## config.mk

```make
export PLATFORM = sky130hd
export DESIGN_NAME = ippcrc_crc_mch
export DESIGN_NICKNAME = d
export VERILOG_FILES = /design/src/rtl/ippcrc_pkg.sv /design/src/rtl/ippcrc_crc_step.sv /design/src/rtl/ippcrc_crc_mch.sv
export SDC_FILE = /design/constraint.sdc
export NUM_CORES = 1
export LEC_CHECK = 0
export ABC_AREA = 0
export BUFFER_PORTS_ARGS = -buffer_cell sky130_fd_sc_hd__buf_4
export CORE_AREA = 2 2 79 156
export DETAILED_ROUTE_END_ITERATION = 16
export DIE_AREA = 0 0 81 158
export HOLD_SLACK_MARGIN = 0.02
export SYNTH_ARGS = -nofsm -noshare
export SYNTH_HDL_FRONTEND = slang
export SYNTH_SLANG_ARGS = --single-unit
```

## constraint.sdc

```tcl
create_clock -name clk -period 4 [get_ports clk]
set_input_delay 0.2 -clock clk [delete_from_list [all_inputs] [get_ports clk]]
set_output_delay 0.2 -clock clk [all_outputs]
set_load 0.01 [all_outputs]
```

## src/rtl/ippcrc_pkg.sv

```systemverilog
// ippcrc_pkg: CRC polynomial constants plus generic bitswap and LFSR step functions sized up to 32-bit CRC / 64-bit data
package ippcrc_pkg;
    localparam int MAX_CRC = 32;
    localparam int MAX_DAT = 64;
    localparam logic [11:0] CRC12_POLY  = 12'h80F;
    localparam logic [15:0] CRC16_CCITT = 16'h1021;
    localparam logic [31:0] CRC32_POLY  = 32'h04C11DB7;

    function automatic logic [MAX_DAT-1:0] bitswap(input logic [MAX_DAT-1:0] d, input int w);
        logic [MAX_DAT-1:0] r;
        r = {<<{d}};
        return r >> (MAX_DAT - w);
    endfunction

    function automatic logic [MAX_CRC-1:0] crc_step(input logic [MAX_CRC-1:0] cur, input logic [MAX_DAT-1:0] d,
                                                     input int cw, input int dw, input logic [MAX_CRC-1:0] poly);
        logic [MAX_CRC-1:0] r, msk, top;
        logic fb;
        r   = cur;
        msk = (MAX_CRC'(1) << cw) - MAX_CRC'(1);
        top = MAX_CRC'(1) << (cw - 1);
        for (int k = MAX_DAT - 1; k >= 0; k--) begin
            if (k < dw) begin
                fb = (|(r & top)) ^ d[k];
                r  = ((r << 1) & msk) ^ (fb ? poly : '0);
            end
        end
        return r;
    endfunction
endpackage

```

## src/rtl/ippcrc_crc_step.sv

```systemverilog
// ippcrc_crc_step: combinational unrolled CRC step; in cur[CRC_W], dat[DAT_W]; out nxt[CRC_W]
module ippcrc_crc_step import ippcrc_pkg::*; #(
    parameter int              CRC_W     = 12,
    parameter int              DAT_W     = 8,
    parameter logic [CRC_W-1:0] POLY     = CRC_W'(CRC12_POLY),
    parameter bit              LSB_FIRST = 1'b1
) (
    input  logic [CRC_W-1:0] cur,
    input  logic [DAT_W-1:0] dat,
    output logic [CRC_W-1:0] nxt
);
    logic [MAX_DAT-1:0] d;
    always_comb begin
        d   = LSB_FIRST ? bitswap(MAX_DAT'(dat), DAT_W) : MAX_DAT'(dat);
        nxt = CRC_W'(crc_step(MAX_CRC'(cur), d, CRC_W, DAT_W, MAX_CRC'(POLY)));
    end
endmodule

```

## src/rtl/ippcrc_crc_mch.sv

```systemverilog
// ippcrc_crc_mch: multi-channel CRC gen/check; in clk rst_n i_vld i_sop i_eop i_chn i_dat i_exp; out o_vld o_chn o_crc o_match o_seqerr
module ippcrc_crc_mch import ippcrc_pkg::*; #(
    parameter int               CRC_W     = 12,
    parameter int               DAT_W     = 8,
    parameter logic [CRC_W-1:0] POLY      = CRC_W'(CRC12_POLY),
    parameter logic [CRC_W-1:0] INIT      = '0,
    parameter logic [CRC_W-1:0] XOROUT    = '0,
    parameter bit               LSB_FIRST = 1'b1,
    parameter int               NCH       = 4,
    parameter int               CHN_W     = 2
) (
    input  logic             clk,
    input  logic             rst_n,
    input  logic             i_vld,
    input  logic             i_sop,
    input  logic             i_eop,
    input  logic [CHN_W-1:0] i_chn,
    input  logic [DAT_W-1:0] i_dat,
    input  logic [CRC_W-1:0] i_exp,
    output logic             o_vld,
    output logic [CHN_W-1:0] o_chn,
    output logic [CRC_W-1:0] o_crc,
    output logic             o_match,
    output logic             o_seqerr
);
    logic [CRC_W-1:0] st [NCH];
    logic [NCH-1:0]   opn;
    logic             in_rng, is_open, seqerr, beat, fin;
    logic [CRC_W-1:0] cur, nxt, res;
    always_comb begin
        in_rng  = int'(i_chn) < NCH;
        is_open = in_rng ? opn[i_chn] : 1'b0;
        beat    = i_vld & in_rng;
        fin     = beat & i_eop;
        seqerr  = i_vld & (~in_rng | (i_sop ~^ is_open));
        cur     = (i_sop | ~in_rng) ? INIT : st[i_chn];
        res     = nxt ^ XOROUT;
    end
    ippcrc_crc_step #(.CRC_W(CRC_W), .DAT_W(DAT_W), .POLY(POLY), .LSB_FIRST(LSB_FIRST)) u_step (
        .cur(cur),
        .dat(i_dat),
        .nxt(nxt)
    );
    always_ff @(posedge clk or negedge rst_n) begin
        if (!rst_n) begin
            for (int i = 0; i < NCH; i++) st[i] <= INIT;
            opn      <= '0;
            o_vld    <= 1'b0;
            o_chn    <= '0;
            o_crc    <= '0;
            o_match  <= 1'b0;
            o_seqerr <= 1'b0;
        end else begin
            o_vld    <= fin;
            o_match  <= fin & (res == i_exp);
            o_seqerr <= seqerr;
            if (beat) begin
                st[i_chn]  <= nxt;
                opn[i_chn] <= ~i_eop;
            end
            if (fin) o_crc <= res;
            if (fin | seqerr) o_chn <= i_chn;
        end
    end
endmodule

```

==> results.yml <==
run_status:
  outcome: "finished, violations left"
  violations: "hold timing"
logic_synthesis:
  synth-seq-cells: 69
  yosysTopAreaCellShare: 0.436
  ys_types: 47
  synth_edf_count: 0
  async_flop_share: 1.00
  synth-seq-area-share: 0.436
  syn_inst: 405
  synth_area_leaders: "dfrtp_1 (44%), xnor2_1 (12%), nand2_1 (7.3%)"
  avgSynthCellArea_um2: 9.78
  yosys.area.top_type: "dfrtp_1"
  synthesis.area_um2: 3960
  synth_fp_nets: 432
  yosys_warnings: 0
  synth_ff_type: "dfrtp_1"
die:
  placementRows: 56
  core-area_um2: 11600
  fp.dieH_um: 158
  start_util: 0.341
  dieWidth_um: 81
  io_pins: 44
  die-area_um2: 12800
sta:
  max_freq_mhz: 384
  min_period_ns: 2.60
  drv_slew: 0
  fin_crit_sh: 0.650
  setup_tns_ns: 0
  skew_ns: 0.00739
  fin_worst_hold_slack_ns: -0.0272
  tightest_slew_ns: 0.922
  rsz0062_at_grt: "no"
  relSlewSlack: 0.384
  final-setup-viol-count: 0
  finalHoldViolCount: 11
clocking:
  ctsResizeCount: 0
  cts_tree: "yes"
  hold_buffers: 0
  clock-sinks: 69
  htreeDepth: 3
  clk_pin_slew_ns: 0.06
  clk_latency_ns: 0.33
  cts_setup_buffers: 0
  cts_buffers: 9
  root_buffer: "clkbuf_16"
  cts_buffer_depth: 2
power_and_ir_drop:
  power.density_nw_per_um2: 694
  peakVddDrop_mv: 0.226
  p_leak_nw: 2.03
final_layout:
  nNetsFinal: 468
  syn2layout_area_growth_pct: 19.6
  fin_util: 0.407
  mostFrequentLayoutCell: "nand2_1"
  stdcell_count: 591
  diodes: 0
  final_cell_mix: "nand2_1 (77), dfrtp_1 (69), xnor2_1 (53)"
  nFillCells: 1195
  drive_gt1_frac: 0.186
worst_hold_path:
  hold_path_class: "input port to async pin"
worst_setup_path:
  worstPathMaxFanout: 7
  r2r-end: "o_match"
  startpoint_type: "flop"
  regToRegSetupSlack_ns: 1.40
  setup.worst_path.class: "flop to flop"
  end_kind: "flop"
  ff2ff_path_depth: 7
  r2r-start: "st[44]"
  critPathRequiredTime_ns: 4.25
  arrival_ns: 2.85
routing:
  final_antenna_net_count: 0
  vias_per_cell: 5.27
  post-route-drc-count: 0
  routed_wl_um: 10400
  dr.pass1.iters: 4
  first_iter_violations: 178
  wire_per_inst_um: 17.5
  vias: 3115
global_route:
  grt_pass1_vias: 3059
  grt.overflow.total: 0
  grt_use_total: 0.175
  grt_pass1_wl_um: 16400
  grt_max_degree: 70
  antenna_found_initial: 0
placement:
  dp_hpwl_um: 7670
  port_buffers: 43
  dp.cells: 575
  place_congestion: 0.857
flow_run:
  maxCapViolations: 0
[cell families (layout without fill, tap and decap cells)]
logic type             count (synthesis)  in the layout  share of synthesized area
AND/OR/NAND/NOR                      122            122                      0.140
AO/OA/AOI/OAI                        107            107                      0.172
flip-flops                            69             69                      0.436
XOR/XNOR                              60             60                      0.140
buffers and inverters                 24             65                     0.0262
multiplexers                          23             23                     0.0871
[worst max-delay path, stage by stage, from the launching register on]
cell	delay (ns)
dfrtp_1	0.39
mux4_2	0.57
a21o_1	0.25
a211oi_2	0.28
o211ai_2	0.20
a2111oi_0	0.52
a2111oi_0	0.15
a21oi_1	0.17
[synthesized netlist by cell type (2+ instances only)]
| cell | n |
|---|---|
| nand4_1 | 4 |
| a211oi_2 | 2 |
| nor3_1 | 3 |
| xnor2_1 | 53 |
| o21ai_1 | 46 |
| a2111oi_0 | 8 |
| a21oi_1 | 4 |
| a21o_1 | 4 |
| xor2_1 | 5 |
| inv_1 | 5 |
| nor2_1 | 7 |
| a221oi_1 | 3 |
| a21oi_2 | 4 |
| and2_1 | 3 |
| buf_2 | 2 |
| o211ai_1 | 3 |
| mux2i_1 | 12 |
| clkbuf_1 | 14 |
| nand2b_1 | 2 |
| o21ai_0 | 21 |
| mux2_1 | 2 |
| xnor3_1 | 2 |
| o211ai_2 | 4 |
| and3_4 | 2 |
| dfrtp_1 | 69 |
| nand3_1 | 12 |
| or4_1 | 3 |
| nand2_1 | 77 |
| o22ai_1 | 3 |
| mux4_2 | 9 |
[per-stage QoR]
stage	area, um2	power (mW)	hold slack, ns	setup slack, ns
floorplan	3960	1.98	-0.0956	1.77
global placement	4390	2.34	0.367	1.25
detailed placement	4390	2.38	0.384	1.19
CTS	4740	3.32	0.0234	1.44
global route	4740	3.49	0.0565	1.14
finish	4740	3.29	-0.0272	1.40
[power breakdown]
group          internal [mW]  switching (mW)  total, mW  leakage, nW
sequential             0.931           0.200       1.13        0.858
clock                  0.624           0.299      0.923        0.165
combinational          0.552           0.682       1.23         1.01
total                   2.11            1.18       3.29         2.03
[layout make-up]
cell class | instances | area, um2 | share of cell area
clock inverter | 6 | 110 | 0.0232
timing repair buffer | 44 | 330 | 0.0697
clock buffer | 10 | 239 | 0.0504
tap | 145 | 181 | 0.0383
inverter | 5 | 18.8 | 0.00396
multi-input combinational | 312 | 2130 | 0.450
sequential | 69 | 1730 | 0.364
[how the worst max path moves through the flow]
stage	start	to	slack [ns]	depth (start not counted)
after floorplan	st[8]	o_match	1.77	7
final	st[44]	o_match	1.40	7
after global placement	i_chn[0]	o_match	1.25	8
after global routing	st[8]	o_match	1.14	7
after detailed placement	i_chn[0]	o_match	1.19	8
after CTS	st[44]	o_match	1.44	7
[registers in the layout, summed over array words and instances (netlist names)]
name      flops
o_match       1
o_seqerr      1
o_vld         1
st           48
o_chn         2
opn           4
o_crc        12
[metal layers]
| layer | track usage | vias up | share of wire |
|---|---|---|---|
| met2 | 0.315 | 70 | 0.56 |
| met4 | 0.0856 | 0 | 0.022 |
| met1 | 0.196 | 1517 | 0.39 |
| li1 | - | 1514 | - |
| met5 | 0 | - | 0 |
| met3 | 0.0257 | 14 | 0.030 |
(Power assumes the default switching activity.)
